### src/rtl/alu_pkg.sv
// Shared types for the add/subtract pipeline: op encodings and status flags.
package alu_pkg;

  localparam logic [1:0] ENC_ADD  = 2'b00;
  localparam logic [1:0] ENC_SUB  = 2'b01;
  localparam logic [1:0] ENC_ADDC = 2'b10;
  localparam logic [1:0] ENC_SUBB = 2'b11;

  typedef enum logic [1:0] {
    OP_ADD  = ENC_ADD,
    OP_SUB  = ENC_SUB,
    OP_ADDC = ENC_ADDC,
    OP_SUBB = ENC_SUBB
  } op_e;

  typedef struct packed {
    logic carry;
    logic zero;
    logic neg;
    logic ovf;
  } flags_t;

  function automatic logic is_sub(input op_e op);
    return (op == OP_SUB) || (op == OP_SUBB);
  endfunction

  function automatic logic is_chain(input op_e op);
    return (op == OP_ADDC) || (op == OP_SUBB);
  endfunction

endpackage

### src/rtl/alu_pipe_stage.sv
// Generic valid/ready register slice; accepts new data when empty or
// when its current contents leave in the same cycle.
module alu_pipe_stage #(
  parameter int W = 8
) (
  input  logic         clock,
  input  logic         reset,
  input  logic         in_valid,
  output logic         in_ready,
  input  logic [W-1:0] in_data,
  output logic         out_valid,
  input  logic         out_ready,
  output logic [W-1:0] out_data
);

  assign in_ready = !out_valid || out_ready;

  always_ff @(posedge clock) begin
    if (reset) begin
      out_valid <= 1'b0;
      out_data  <= '0;
    end else if (in_valid && in_ready) begin
      out_valid <= 1'b1;
      out_data  <= in_data;
    end else if (out_ready) begin
      out_valid <= 1'b0;
    end
  end

endmodule

### src/rtl/alu_pipe_hs.sv
// Two-stage add/sub unit with valid/ready handshake and a carry chain register.
// Optional ALU_SAT_EN: unsigned saturation of the result on carry/borrow.
module alu_pipe_hs
  import alu_pkg::*;
#(
  parameter int WIDTH = 8
) (
  input  logic             clock,
  input  logic             reset,
  input  logic             in_valid,
  output logic             in_ready,
  input  op_e              in_op,
  input  logic [WIDTH-1:0] in_a,
  input  logic [WIDTH-1:0] in_b,
  output logic             out_valid,
  input  logic             out_ready,
  output logic [WIDTH-1:0] out_result,
  output flags_t           out_flags
);

  localparam int S1W = 2 + 2*WIDTH;
  localparam int S2W = WIDTH + 4;

  logic           s1_valid, s2_in_ready, s2_load, carry_q;
  logic [S1W-1:0] s1_data;
  logic [S2W-1:0] s2_data;

  alu_pipe_stage #(.W(S1W)) u_s1 (
    .clock     (clock),
    .reset     (reset),
    .in_valid  (in_valid),
    .in_ready  (in_ready),
    .in_data   ({in_op, in_a, in_b}),
    .out_valid (s1_valid),
    .out_ready (s2_in_ready),
    .out_data  (s1_data)
  );

  op_e              op;
  logic [WIDTH-1:0] a, b, r_raw, r;
  logic [WIDTH:0]   cin_w, wide;
  logic             sub, c, ovf;
  flags_t           flags;

  assign op    = op_e'(s1_data[S1W-1 -: 2]);
  assign a     = s1_data[2*WIDTH-1:WIDTH];
  assign b     = s1_data[WIDTH-1:0];
  assign sub   = is_sub(op);
  assign cin_w = {{WIDTH{1'b0}}, is_chain(op) & carry_q};

  // One extra bit captures carry out on add and borrow on subtract.
  assign wide  = sub ? ({1'b0, a} - {1'b0, b} - cin_w)
                     : ({1'b0, a} + {1'b0, b} + cin_w);
  assign c     = wide[WIDTH];
  assign r_raw = wide[WIDTH-1:0];
  assign ovf   = sub ? ((a[WIDTH-1] ^ b[WIDTH-1]) & (r_raw[WIDTH-1] ^ a[WIDTH-1]))
                     : (~(a[WIDTH-1] ^ b[WIDTH-1]) & (r_raw[WIDTH-1] ^ a[WIDTH-1]));

`ifdef ALU_SAT_EN
  assign r = c ? (sub ? '0 : '1) : r_raw;
`else
  assign r = r_raw;
`endif

  assign flags = '{carry: c, zero: (r == '0), neg: r[WIDTH-1], ovf: ovf};

  assign s2_load = s1_valid && s2_in_ready;

  alu_pipe_stage #(.W(S2W)) u_s2 (
    .clock     (clock),
    .reset     (reset),
    .in_valid  (s1_valid),
    .in_ready  (s2_in_ready),
    .in_data   ({r, flags}),
    .out_valid (out_valid),
    .out_ready (out_ready),
    .out_data  (s2_data)
  );

  assign out_result = s2_data[S2W-1:4];
  assign out_flags  = flags_t'(s2_data[3:0]);

  // Carry is captured as ops enter S2, so chained ops always see their predecessor.
  always_ff @(posedge clock) begin
    if (reset)        carry_q <= 1'b0;
    else if (s2_load) carry_q <= c;
  end

endmodule

### config.mk
export PLATFORM = sky130hd
export DESIGN_NAME = alu_pipe_hs
export DESIGN_NICKNAME = d
export VERILOG_FILES = /design/src/rtl/alu_pkg.sv /design/src/rtl/alu_pipe_stage.sv /design/src/rtl/alu_pipe_hs.sv
export SDC_FILE = /design/constraint.sdc
export NUM_CORES = 1
export LEC_CHECK = 0
export BUFFER_PORTS_ARGS = -buffer_cell sky130_fd_sc_hd__buf_2
export CAP_MARGIN = 25
export CELL_PAD_IN_SITES_DETAIL_PLACEMENT = 0
export CELL_PAD_IN_SITES_GLOBAL_PLACEMENT = 1
export CORE_AREA = 5 5 75 77
export CTS_CLUSTER_SIZE = 8
export DETAILED_ROUTE_END_ITERATION = 10
export DIE_AREA = 0 0 80 82
export PLACE_DENSITY_LB_ADDON = 0.1
export RECOVER_POWER = 100
export SLEW_MARGIN = 20
export SYNTH_ARGS = -nofsm -noshare
export SYNTH_HDL_FRONTEND = slang
export SYNTH_SLANG_ARGS = --single-unit
### constraint.sdc
create_clock -name clock -period 4.7 [get_ports clock]
set_input_delay 1.175 -clock clock [delete_from_list [all_inputs] [get_ports clock]]
set_output_delay 1.175 -clock clock [all_outputs]
set_load 0.05 [all_outputs]
# ---- Word level (Yosys, flattened, before mapping)
# Index checks and enable logic that the tools add are counted.
dict set report word_totals {
  ramBits 0
  mem_count 0
  latch_bits 0
  input_bits 22
  wordCells 35
  output_inout_bits 14
  ff_bits 33
  mem_bits_ro 0
}
dict set report classes {
  n_shift 0
  multipliers 0
  n_eq_ne 3
  addsub 4
  muxes 6
  magnitude_cmp 0
  bitwise_logic 6
  div 0
  n_reduce_logical 11
}
# operator n
set op_table {}
lappend op_table {{adder 8 x 8 -> 9 bit} 1}
lappend op_table {{adder 9 x 1 -> 9 bit} 1}
lappend op_table {{2-to-1 mux 9 bit} 1}
lappend op_table {{subtractor 8 x 8 -> 9 bit} 1}
lappend op_table {{subtractor 9 x 1 -> 9 bit} 1}
lappend op_table {{logical NOT 8 bit} 1}
lappend op_table {{2-to-1 mux 1 bit} 5}
lappend op_table {{equality test 2 bit, second input constant} 2}
lappend op_table {{logical OR 1 bit} 4}
lappend op_table {{nonzero test 2 bit} 2}
lappend op_table {{bitwise AND 1 bit} 3}
lappend op_table {{equality test 2 x 1 -> 1 bit, second input constant} 1}
lappend op_table {{logical AND 1 bit} 2}
lappend op_table {{logical NOT 1 bit} 2}
lappend op_table {{XOR 1 bit} 2}
lappend op_table {{NOT 1 bit} 1}

# ---- Longest topological paths before layout
dict set report depth {
  ltp_word 8
  ltp_mapped 10
  ltp_nobuf 10
}

# ---- Modules after synthesis
# From an unflattened synthesis, not the netlist that was laid out.
dict set report unflattened {
  hier_cells 294
  area_unflattened_um2 2696.3
}
# module seq_area_each_um2 n_inst area_each_um2 cells_each
set modules_own_cells {}
lappend modules_own_cells {alu_pipe_hs 20.0 1 1107.3 149}
lappend modules_own_cells {{alu_pipe_stage at u_s1} 380.4 1 991.0 86}
lappend modules_own_cells {{alu_pipe_stage at u_s2} 260.2 1 598.1 59}

# ---- Least setup slack after synthesis
# Ideal clock, no wire load.
dict set report synth_timing {
  path_type {input port to output port}
  startpoint {in out_ready}
  endpoint {out in_ready}
  path_slack_ns 1.790
  t_arrival_ns 1.735
  path_stages 2
  cell_sequence {nor2b_1 -> nand2_1}
}
dict set report synth_via {
  elab_chain_len 2
}
# element line
set synth_lines {}
lappend synth_lines {{start: declaration} alu_pipe_hs.sv:16} ;# input logic out_ready,
lappend synth_lines {{logical OR 1 bit (2 in series)} alu_pipe_stage.sv:16} ;# assign in_ready = !out_valid || out_ready;
lappend synth_lines {{end: declaration} alu_pipe_hs.sv:11} ;# output logic in_ready,
# No other way between the ends.

# ---- Final worst setup path
# Ends and elaborated chain as after synthesis.

==> flow_summary_export.csv <==
group,metric,value,unit
sta,rsz0062_at_grt,"false",
cells_and_area,syn2layout_area_growth,13.7,%
routing,vias,1768,
setup_path,crit_path_start_kind,"input pin",
logic_synthesis,synth_cell_types,42,
routing,post-route-drc-count,0,
setup_path,cp_data_arrival_time,1950,ps
power,peakVddDrop,0.143,mV
setup_path,path_class,"input pin to output pin",
routing,drtPass1Iterations,4,
sta,hold_slack,453,ps
cells_and_area,num-nets-final,351,
grt,grt_pass1_vias,1651,
min_path,hold_path_class,"flop to flop",
setup_path,required,3520,ps
logic_synthesis,synth_xor_xnor_area_share,0.0252,
logic_synthesis,syn-num-nets,320,
logic_synthesis,yosys.area.top_type,"dfxtp_1",
clock_network,hold_buffers,0,
setup_path,cpLargestDelayFamily,"buffers and inverters",
clock_network,post_cts_buffers,0,
clock_network,cts-resized-gates,0,
outcome,violations,"max-capacitance violations, max-slew violations",
die,initial_core_util,0.422,
logic_synthesis,synth-compound-area-share,0.185,
sta,fmax,320,MHz
die,die_area,6560,um^2
grt,grt_first_pass_wirelength,7370,um
setup_path,critPathCaptureType,"output pin",
job,cap_violations,1,
power,finalPower,686,uW
routing,antenna_left,0,
routing,vias_per_cell,4.71,
routing,wire_per_inst,11.7,um
cells_and_area,layout-drive-gt1-share,0.111,
logic_synthesis,synth_area_leaders,"dfxtp_1 (30%), ha_1 (13%), nand2_1 (9.0%)",
clock_network,clock_sinks,31,
placed_design,dp.cells,367,
sta,finalCritPeriodShare,0.664,
clock_network,cts_tree,"yes",
die,io_pins,36,
sta,fin_skew,8.16,ps
die,core,4940,um^2
power,power.density,289,nW/um^2
setup_path,cp_num_buf_inv,2,
clock_network,clock_latency,280,ps
logic_synthesis,synthAdderAreaFrac,0.164,
grt,grt_max_degree,36,
placed_design,dp_hpwl,3430,um
clock_network,root_buffer,"clkbuf_8",
cells_and_area,finalNonFillerCells,375,
setup_path,cp_slowest_cell,"clkbuf_1",
clock_network,htreeDepth,2,
sta,slew_headroom,-0.0143,
setup_path,slowest_delay,310,ps
cells_and_area,antenna_cells,0,
logic_synthesis,yosys_register_bits,31,
power,cellLeakagePower,0.000985,uW
grt,grt_util_all_layers,0.143,
logic_synthesis,synthCells,273,
logic_synthesis,synth_area_per_cell,7.65,um^2
logic_synthesis,synth_mux_area_frac,0.0300,
logic_synthesis,netlist.area_leader.share,0.297,
placed_design,gp_congestion,0.784,
grt,grt_overflow_total,0,
clock_network,clkTransAtPathRegs,60,ps
setup_path,crit_chain,"buf_2 > nor2b_1 > nand2_1 > clkbuf_1",
setup_path,path_max_fanout,5,
die,row_count,26,
logic_synthesis,ys.warnings.count,0,
die,die_y,82,um
routing,routed_wl,4400,um
logic_synthesis,syn-cell-area,2090,um^2
sta,setup_tns,0,ps
outcome,status,"complete, but fails checks",
sta,slew_violations,36,
grt,antenna_found_initial,0,
logic_synthesis,synth-seq-area-share,0.297,
die,fp.dieW,80,um
sta,fin_crit,3120,ps
logic_synthesis,synth_top_family_by_area,"simple AND/OR/NAND/NOR gates",
clock_network,cts_buffers,5,
routing,drtIter0Drc,48,
sta,final-setup-viol-count,0,
clock_network,clockBufferDepth,2,
cells_and_area,finalCoreUtilization,0.480,
sta,hold_viol,0,
logic_synthesis,synthSimpleGateAreaFrac,0.223,
sta,tightest_slew,1520,ps
placed_design,portBuffers,35,
-- cell families after synthesis --
family / count (synthesis)
AOI/OAI and AO/OA: 63
xor gates and xnor gates: 6
adders and majority gates: 25
buffers and inverters: 39
DFF: 31
muxes: 6
and+or+nand+nor: 103
-- cells in the mapped netlist, drive strengths merged --
cell and number:
a32oi 1, o21ai 9, clkbuf 8, nor2b 5
a2111o 1, buf 5, or2 2, nor3 4
o311a 1, a31oi 1, xor2 1, o21bai 1
mux2 2, a22oi 1, a21o 1, nand2 50
inv 26, nand3b 2, o21a 2, o31ai 1
dfxtp 31, a31o 1, nor3b 3, xnor2 5
nor2 19, fa 4, nand2b 5, mux2i 4
o311ai 1, or2b 1, a211o 2, nand3 7
or3 3, ha 21, or4 1, and2 1
a211oi 9, a21oi 31
-- final timing paths --
path / cells past startpoint / to / start / slack (ps)
min: 2 / u_s2.out_data[6] / u_s2.out_data[6] / 450
max reg2reg: 10 / u_s2.out_data[2] / u_s2.out_data[3] / 1970
max: 4 / in_ready / out_ready / 1580
min reg2reg: 2 / u_s2.out_data[6] / u_s2.out_data[6] / 450
-- layer usage --
metal  share of wire  up-vias  GRT usage
met5               0        -          0
met4           0.012        0     0.0456
met3           0.044        5     0.0362
met2            0.41       31      0.228
met1            0.53      758      0.190
li1                -      974          -
-- worst min-delay path: stages, from the launching register on --
cell	delay [ps]
dfxtp_1	310
nand2_1	50
a21oi_1	50
-- through the flow --
| stage | worst slack, ps | instance area (um^2) |
|---|---|---|
| floorplan | 1790 | 2090 |
| global placement | 1690 | 2310 |
| detailed placement | 1660 | 2310 |
| CTS | 1660 | 2390 |
| global route | 1490 | 2370 |
| finish | 1580 | 2370 |
-- cell usage in the layout (no fill, tap or decap), drive strengths merged, types with 5 or more instances in the layout --
| master | count |
|---|---|
| nand2b | 5 |
| a211oi | 9 |
| o21ai | 9 |
| xnor2 | 5 |
| inv | 26 |
| a21oi | 31 |
| nor2 | 19 |
| dfxtp | 31 |
| ha | 21 |
| nand2 | 50 |
| clkbuf | 21 |
| nand3 | 7 |
| nor2b | 5 |
| buf | 22 |
-- sequential cells by signal, indices dropped and copies added, names as in the netlist --
register and flops:
u_s2.out_data 11, u_s1.out_valid 1, u_s2.out_valid 1, u_s1.out_data 18
-- where the power goes --
part           switching, uW  leakage (uW)  internal (uW)
Clock                    105     0.0000412            103
Sequential              12.1      0.000255            278
Combinational            115      0.000689           73.3
Total                    232      0.000985            454
-- area by class of cell --
type,count,area [um^2]
tap,70,87.6
clock buffer,6,72.6
fill,564,2570
sequential,31,621
timing repair buffer,37,171
clock inverter,2,12.5
inverter,26,97.6
multi-input combinational,203,1310
Power figures use the tool's default switching activity.
